`src/rtl/estagio_ex.sv`:
```
// Execute stage: ID/EX register, MEM/WB operand forwarding, ALU drive
// and EX/MEM capture of the ALU result for the memory stage.
//
// Ports:
//   clock, reset (async, active-low), parar (stall), anular (flush)
//   id_*            instruction fields presented by the decode stage
//   mem_*, wb_*     forwarding sources from the later stages
//   ula_A/B/op      operands and op driven to the external ALU
//   ula_resultado,
//   ula_zero        combinational ALU outputs fed back
//   exm_*           EX/MEM register outputs
module estagio_ex #(
    parameter int LARGURA  = 32,
    parameter int BITS_REG = 5
) (
    input  logic                clock,
    input  logic                reset,
    input  logic                parar,
    input  logic                anular,
    input  logic                id_valido,
    input  logic [2:0]          id_op,
    input  logic [BITS_REG-1:0] id_rs,
    input  logic [BITS_REG-1:0] id_rt,
    input  logic [BITS_REG-1:0] id_rd,
    input  logic [LARGURA-1:0]  id_rs_val,
    input  logic [LARGURA-1:0]  id_rt_val,
    input  logic [LARGURA-1:0]  id_imm,
    input  logic                id_usa_imm,
    input  logic                id_escreve_reg,
    input  logic [BITS_REG-1:0] mem_rd,
    input  logic                mem_escreve_reg,
    input  logic [LARGURA-1:0]  mem_valor,
    input  logic [BITS_REG-1:0] wb_rd,
    input  logic                wb_escreve_reg,
    input  logic [LARGURA-1:0]  wb_valor,
    output logic [LARGURA-1:0]  ula_A,
    output logic [LARGURA-1:0]  ula_B,
    output logic [2:0]          ula_op,
    input  logic [LARGURA-1:0]  ula_resultado,
    input  logic                ula_zero,
    output logic                exm_valido,
    output logic [LARGURA-1:0]  exm_resultado,
    output logic                exm_zero,
    output logic [BITS_REG-1:0] exm_rd,
    output logic                exm_escreve_reg,
    output logic [LARGURA-1:0]  exm_dado_rt
);

    typedef struct packed {
        logic                valido;
        logic [2:0]          op;
        logic [BITS_REG-1:0] rs;
        logic [BITS_REG-1:0] rt;
        logic [BITS_REG-1:0] rd;
        logic [LARGURA-1:0]  rs_val;
        logic [LARGURA-1:0]  rt_val;
        logic [LARGURA-1:0]  imm;
        logic                usa_imm;
        logic                escreve_reg;
    } id_ex_t;

    id_ex_t id_ex;

    always_ff @(posedge clock or negedge reset) begin
        if (!reset) begin
            id_ex <= '0;
        end else if (!parar) begin
            if (anular) begin
                id_ex.valido      <= 1'b0;
                id_ex.escreve_reg <= 1'b0;
            end else begin
                id_ex <= '{
                    valido:      id_valido,
                    op:          id_op,
                    rs:          id_rs,
                    rt:          id_rt,
                    rd:          id_rd,
                    rs_val:      id_rs_val,
                    rt_val:      id_rt_val,
                    imm:         id_imm,
                    usa_imm:     id_usa_imm,
                    escreve_reg: id_escreve_reg
                };
            end
        end
    end

    // Hit terms are made mutually exclusive so MEM takes precedence
    // over WB; register 0 never matches.
    logic mem_ok;
    logic wb_ok;
    logic mem_rs;
    logic wb_rs;
    logic mem_rt;
    logic wb_rt;

    assign mem_ok = mem_escreve_reg && (mem_rd != '0);
    assign wb_ok  = wb_escreve_reg && (wb_rd != '0);
    assign mem_rs = mem_ok && (mem_rd == id_ex.rs);
    assign mem_rt = mem_ok && (mem_rd == id_ex.rt);
    assign wb_rs  = wb_ok && (wb_rd == id_ex.rs) && !mem_rs;
    assign wb_rt  = wb_ok && (wb_rd == id_ex.rt) && !mem_rt;

    logic [LARGURA-1:0] fwd_rs;
    logic [LARGURA-1:0] fwd_rt;

    always_comb begin
        fwd_rs = id_ex.rs_val;
        unique case (1'b1)
            mem_rs:  fwd_rs = mem_valor;
            wb_rs:   fwd_rs = wb_valor;
            default: fwd_rs = id_ex.rs_val;
        endcase
    end

    always_comb begin
        fwd_rt = id_ex.rt_val;
        unique case (1'b1)
            mem_rt:  fwd_rt = mem_valor;
            wb_rt:   fwd_rt = wb_valor;
            default: fwd_rt = id_ex.rt_val;
        endcase
    end

    assign ula_A  = fwd_rs;
    assign ula_B  = id_ex.usa_imm ? id_ex.imm : fwd_rt;
    assign ula_op = id_ex.op;

    always_ff @(posedge clock or negedge reset) begin
        if (!reset) begin
            exm_valido      <= 1'b0;
            exm_resultado   <= '0;
            exm_zero        <= 1'b0;
            exm_rd          <= '0;
            exm_escreve_reg <= 1'b0;
            exm_dado_rt     <= '0;
        end else if (!parar) begin
            exm_valido      <= id_ex.valido;
            exm_resultado   <= ula_resultado;
            exm_zero        <= ula_zero;
            exm_rd          <= id_ex.rd;
            // Bubbles and writes to r0 must never reach the register file.
            exm_escreve_reg <= id_ex.escreve_reg && id_ex.valido
                               && (id_ex.rd != '0);
            // Store data is the forwarded rt even when B is the immediate.
            exm_dado_rt     <= fwd_rt;
        end
    end

endmodule

```
`config.mk`:
```
export PLATFORM = sky130hd
export DESIGN_NAME = estagio_ex
export DESIGN_NICKNAME = d
export VERILOG_FILES = /design/src/rtl/estagio_ex.sv
export SDC_FILE = /design/constraint.sdc
export NUM_CORES = 1
export LEC_CHECK = 0
export CAP_MARGIN = 10
export CORE_AREA = 2 2 145 147
export DETAILED_ROUTE_END_ITERATION = 10
export DIE_AREA = 0 0 147 149
export DONT_BUFFER_PORTS = 1
export MAX_ROUTING_LAYER = met4
export PLACE_DENSITY = 0.63
export SYNTH_ARGS = -nofsm -noshare
export SYNTH_HDL_FRONTEND = slang
export SYNTH_SLANG_ARGS = --single-unit
export TNS_END_PERCENT = 50
```
`constraint.sdc`:
```
create_clock -name clock -period 1.7 [get_ports clock]
set_clock_uncertainty 0.15 [all_clocks]
set_input_delay 0.085 -clock clock [delete_from_list [all_inputs] [get_ports clock]]
set_output_delay 0.085 -clock clock [all_outputs]
set_load 0.01 [all_outputs]
```
==> results.md, run 1 <==
- Post-cts resize count: 168
- Synth Warn #: 0
- Starting Density: 47.32%
- Syn_area_per_cell: 11.22 sq um
- Run status: did not finish
- CTS Buf Count: 17
- Die Y: 149 um
- I/O Pins: 369
- Count of input and output buffers: 0
- Stop err: [ERROR RSZ-0060] Max buffer count reached.
- Num rows: 53
- Syn_nets: 1,097
- Post-synth EDFFs: 0
- Flops & latches, synth: 189
- # hold bufs at CTS: 247
- Ys async rst share: 100.0%
- CTS max path bufs: 2
- Cells after Synth: 867
- Clock Sink Count: 189
- Distinct cells, synth: 30
- Register area share after synthesis: 48.62%
- Routability Congestion: 0.9270
- Mapped Area: 9728 sq um
- # H-tree levels: 4
- Most used flip-flop cell after synthesis: dfrtp_1
- Die width: 147 um
- Worst slack at placement: -0.3340 ns
- Clk root buf: clkbuf_16
- # Post-CTS Setup Buffers: 7
- Fail Step: 4_1_cts
- Hpwl dp: 23.53 mm
==> metrics by stage <==
step           setup TNS (ns)  std cells  instance area, sq um
3_3_place_gp           -15.01       1188                 10920
3_5_place_dp           -18.81       1188                 10920
2_1_floorplan          -2.604        867                  9741
==> cells in the mapped netlist, types with 11 or more instances <==
cell type | number | area [sq um]
clkbuf_1 | 47 | 176.4
nor4_1 | 32 | 200.2
xnor2_1 | 20 | 175.2
o41ai_1 | 64 | 560.5
nand2b_1 | 64 | 400.4
nand3_1 | 65 | 325.3
a31oi_1 | 96 | 600.6
buf_4 | 11 | 82.58
buf_2 | 22 | 110.1
o21ai_0 | 64 | 320.3
dfrtp_1 | 189 | 4730
mux2_2 | 154 | 1734
==> logic make-up after synthesis <==
kind of cell,Yosys count,synth area share (%)
and+or+nand+nor,174,10.47
DFF,189,48.62
xor gates and xnor gates,20,1.801
muxes,154,17.83
AOI/OAI and AO/OA,237,16.59
buffers and inverters,93,4.695
==> run 2: changes to the inputs <==
--- a/config.mk
+++ b/config.mk
@@ -6,12 +6,11 @@
 export NUM_CORES = 1
 export LEC_CHECK = 0
 export CAP_MARGIN = 10
-export CORE_AREA = 2 2 145 147
+export CORE_MARGIN = 2
+export CORE_UTILIZATION = 40
 export DETAILED_ROUTE_END_ITERATION = 10
-export DIE_AREA = 0 0 147 149
 export DONT_BUFFER_PORTS = 1
-export MAX_ROUTING_LAYER = met4
-export PLACE_DENSITY = 0.63
+export PLACE_DENSITY_LB_ADDON = 0.15
 export SYNTH_ARGS = -nofsm -noshare
 export SYNTH_HDL_FRONTEND = slang
 export SYNTH_SLANG_ARGS = --single-unit
==> constraint.sdc (replaced) <==
create_clock -name clock -period 2.2 [get_ports clock]
set_clock_uncertainty 0.15 [all_clocks]
set_input_delay 0.11 -clock clock [delete_from_list [all_inputs] [get_ports clock]]
set_output_delay 0.11 -clock clock [all_outputs]
set_load 0.01 [all_outputs]
==> results.md, run 2 <==
- Run status: finished, violations left
- Violated checks: hold timing, setup timing
- Max Cap Violations: 0
- Pre-Repair DR Iteration Count: 5
- Post-synth EDFFs: 0
- Worst path top cell family by delay: buffers and inverters
- CORE AREA: 24,110 sq um
- Vias per cell: 6.370
- DRT antenna net count: 0
- Cells after Synth: 867
- Most used flip-flop cell after synthesis: dfrtp_1
- Top flop regs: id_ex (114), exm_dado_rt (32), exm_resultado (32)
- # hold bufs at CTS: 243
- Period utilization: 111.7%
- Hpwl dp: 23.76 mm
- Die ar.: 25,580 sq um
- Synth Warn #: 0
- Hold Vio Cnt, Final: 189
- I/O Pins: 369
- Register area share after synthesis: 48.62%
- Die width: 160.0 um
- Crit path capture type: output pin
- CTS clk-pin slew, worst paths: 0.08 ns
- Num rows: 57
- Max reg flops: 114
- Pin count of the biggest net entering global routing: 190
- Worst path bufs/invs: 3
- WP data required: 1.94 ns
- Worst slack at placement: 0.1388 ns
- Total GRT Usage: 30.41%
- CP Launch Type: flop
- Final nets: 1,371
- Drt wl/cell: 27.57 um
- Most common cell in the synthesized netlist: dfrtp_1
- Worst setup margin: -0.2566 ns
- Final WL: 40.77 mm
- Most common cell after layout, fill and taps aside: dlygate4sd3_1
- Top cell type's share of synthesized area: 48.62%
- Post-route DRC: 0
- Area leader, netlist: dfrtp_1
- Crit path time final: 2.457 ns
- CTS Buf Count: 17
- Clk root buf: clkbuf_16
- Synth-to-layout area growth: 55.10%
- Slew margin rel.: 71.74%
- Count of input and output buffers: 0
- Syn_area_per_cell: 11.22 sq um
- Distinct cells, synth: 30
- Initial antenna violation count: 0
- Overflow left after global routing: 0
- Crit-path cells: xnor2_2, nand4_1, buf_6, buf_12, o41ai_2, a31oi_1, buf_4
- Final hold slack: -0.7818 ns
- Worst min path class: in2async
- Final setup fails: 64
- Post-synth top cells: dfrtp_1, mux2_2, a31oi_1, nand3_1
- Clock latency on the worst-skew pair: 0.43 ns
- RSZ-0062 raised after global routing: true
- Area contributors post-synth: dfrtp_1, mux2_2, a31oi_1, o41ai_1, nand2b_1
- Routability Congestion: 0.8885
- CTS tree: yes
- Starting Density: 40.36%
- Setup CP Type: reg2out
- Design Power: 11.36 mW
- Clock Sink Count: 189
- Most flop-heavy register: id_ex
- First DRT Iteration DRCs: 882
- Crit path largest cell delay: 0.48 ns
- Flops & latches, synth: 189
- Mapped Area: 9728 sq um
- Pleak: 5.874 nW
- First-pass GRT wire length: 60.46 mm
- Fraction of layout cells with a size suffix above 1: 37.00%
- Syn_nets: 1,097
- Highest clock rate: 407.1 MHz
- Ys async rst share: 100.0%
- Via Count: 9,421
- CTS max path bufs: 2
- Vias in the first global route: 10,360
- # H-tree levels: 4
- Slew @ Worst Pin: 0.4239 ns
- Fin Setup TNS: -8.577 ns
- Power density over the cells: 752.9 nW/um^2
- Die Y: 160.0 um
- Max IR drop VDD: 0.4672 mV
- Commonest cells after routing, fill and taps aside: dlygate4sd3_1, dfrtp_1, mux2_2
- Final Max Tran Viols: 0
- Worst path slowest cell: dfrtp_2
- CP max FO: 18
- Data arrival, critical path: 2.20 ns
==> run 2: stage by stage <==
step / cells / instance area [sq um] / utilization [%]
after global placement: 1188 / 10600 / 43.96
after detailed placement: 1188 / 10600 / 43.96
after CTS: 1471 / 14420 / 59.83
after floorplan: 867 / 9728 / -
final: 1479 / 15090 / 62.59
after global routing: 1478 / 15090 / 62.58
==> run 2: power breakdown <==
| part | total, mW | switching, mW | internal, mW |
|---|---|---|---|
| combinational | 3.74 | 1.84 | 1.90 |
| clock | 3.13 | 1.56 | 1.57 |
| sequential | 4.49 | 0.511 | 3.98 |
==> run 2: final cells by class <==
| cell class | count | area (sq um) |
|---|---|---|
| Multi-Input combinational cell | 585 | 5702 |
| Clock buffer | 20 | 456.7 |
| Sequential cell | 189 | 4745 |
| Tap cell | 324 | 405.4 |
| Fill cell | 1882 | 9017 |
| Timing Repair Buffer | 348 | 3654 |
| Clock inverter | 12 | 123.9 |
| Antenna cell | 1 | 2.502 |
==> run 2: path summary, 6_finish.rpt <==
check	from	slack, ns	end	depth (start not counted)
max reg2reg	id_ex[105]	0.03	exm_dado_rt[17]	7
min in group clock	anular	0.04	id_ex[108]	3
min	reset	-0.78	id_ex[8]	0
max	id_ex[105]	-0.26	ula_B[15]	7
min reg2reg	id_ex[3]	0.36	id_ex[3]	1
max in group asynchronous	reset	2.37	id_ex[26]	0
==> run 2: repair_timing <==
action / CTS / global route
pin swaps: 10 / 14
gates cloned: 3 / 3
hold endpoints to repair: 378 / 189
setup endpoints to repair: 64 / 85
setup buffers: 5 / 4
resized for setup: 118 / 118
==> run 2: cell families after synthesis <==
| family | Yosys count | synth area share [%] |
|---|---|---|
| buffers and inverters | 93 | 4.695 |
| AO/OA/AOI/OAI | 237 | 16.59 |
| multiplexers | 154 | 17.83 |
| AND/OR/NAND/NOR | 174 | 10.47 |
| flip-flops | 189 | 48.62 |
| XOR/XNOR | 20 | 1.801 |
==> run 2: metal layers <==
layer	track usage (%)	vias up	wire length, um
met2	51.59	718	19870
met3	8.883	161	4134
met1	35.18	4634	15040
met5	0	-	0
li1	-	3908	-
met4	15.15	0	1733
No activity file was read; power rests on OpenSTA's default activity.
==> run 3: changes to the inputs <==
--- a/config.mk
+++ b/config.mk
@@ -11,6 +11,7 @@
 export DETAILED_ROUTE_END_ITERATION = 10
 export DONT_BUFFER_PORTS = 1
 export PLACE_DENSITY_LB_ADDON = 0.15
+export SKIP_CTS_REPAIR_TIMING = 1
 export SYNTH_ARGS = -nofsm -noshare
 export SYNTH_HDL_FRONTEND = slang
 export SYNTH_SLANG_ARGS = --single-unit
==> results.md, run 3 <==
- Clk root buf: clkbuf_16
- Syn_area_per_cell: 11.22 sq um
- CTS max path bufs: 2
- Post-synth EDFFs: 0
- I/O Pins: 369
- Dpl cells: 1,188
- Cells after Synth: 867
- Synth Warn #: 0
- Ys async rst share: 100.0%
- Post-synth top cells: dfrtp_1, mux2_2, a31oi_1, nand3_1
- Die width: 160.0 um
- Routability Congestion: 0.8885
- Clock Sink Count: 189
- Syn_nets: 1,097
- Run status: did not finish
- Die Y: 160.0 um
- Starting Density: 40.36%
- Mapped Area: 9728 sq um
- Count of input and output buffers: 0
- Area leader, netlist: dfrtp_1
- Pin count of the biggest net entering global routing: 190
- Distinct cells, synth: 30
- Register area share after synthesis: 48.62%
- Worst EP kind: output port
- # H-tree levels: 4
- Most used flip-flop cell after synthesis: dfrtp_1
- Most common cell in the synthesized netlist: dfrtp_1
- Hpwl dp: 23.76 mm
- Top cell type's share of synthesized area: 48.62%
- CTS Buf Count: 17
- Fail Step: 5_1_grt
- Stop err: [ERROR RSZ-0060] Max buffer count reached.
- Placement Cell Area: 10,600 sq um
- Crit. endpoint post-GRT repair: ula_B[7]
- Flops & latches, synth: 189
- Area contributors post-synth: dfrtp_1, mux2_2, a31oi_1, o41ai_1, nand2b_1
- Num rows: 57
[run 3: cell counts after synthesis]
No cell type changed its count.
[run 3: cells by family after synthesis]
kind of cell / synth area share, %
muxes: 17.83
and+or+nand+nor: 10.47
buffers and inverters: 4.695
DFF: 48.62
xor gates and xnor gates: 1.801
AOI/OAI and AO/OA: 16.59
[run 3: stage by stage]
stage	worst slack (ns)	hold WS (ns)	util [%]	setup TNS, ns
after global placement	0.1914	-0.3303	43.96	0
after floorplan	0.3371	-0.3356	-	0
after detailed placement	0.1388	-0.3286	43.96	0
after CTS	-0.3461	-0.8032	46.37	-15.77
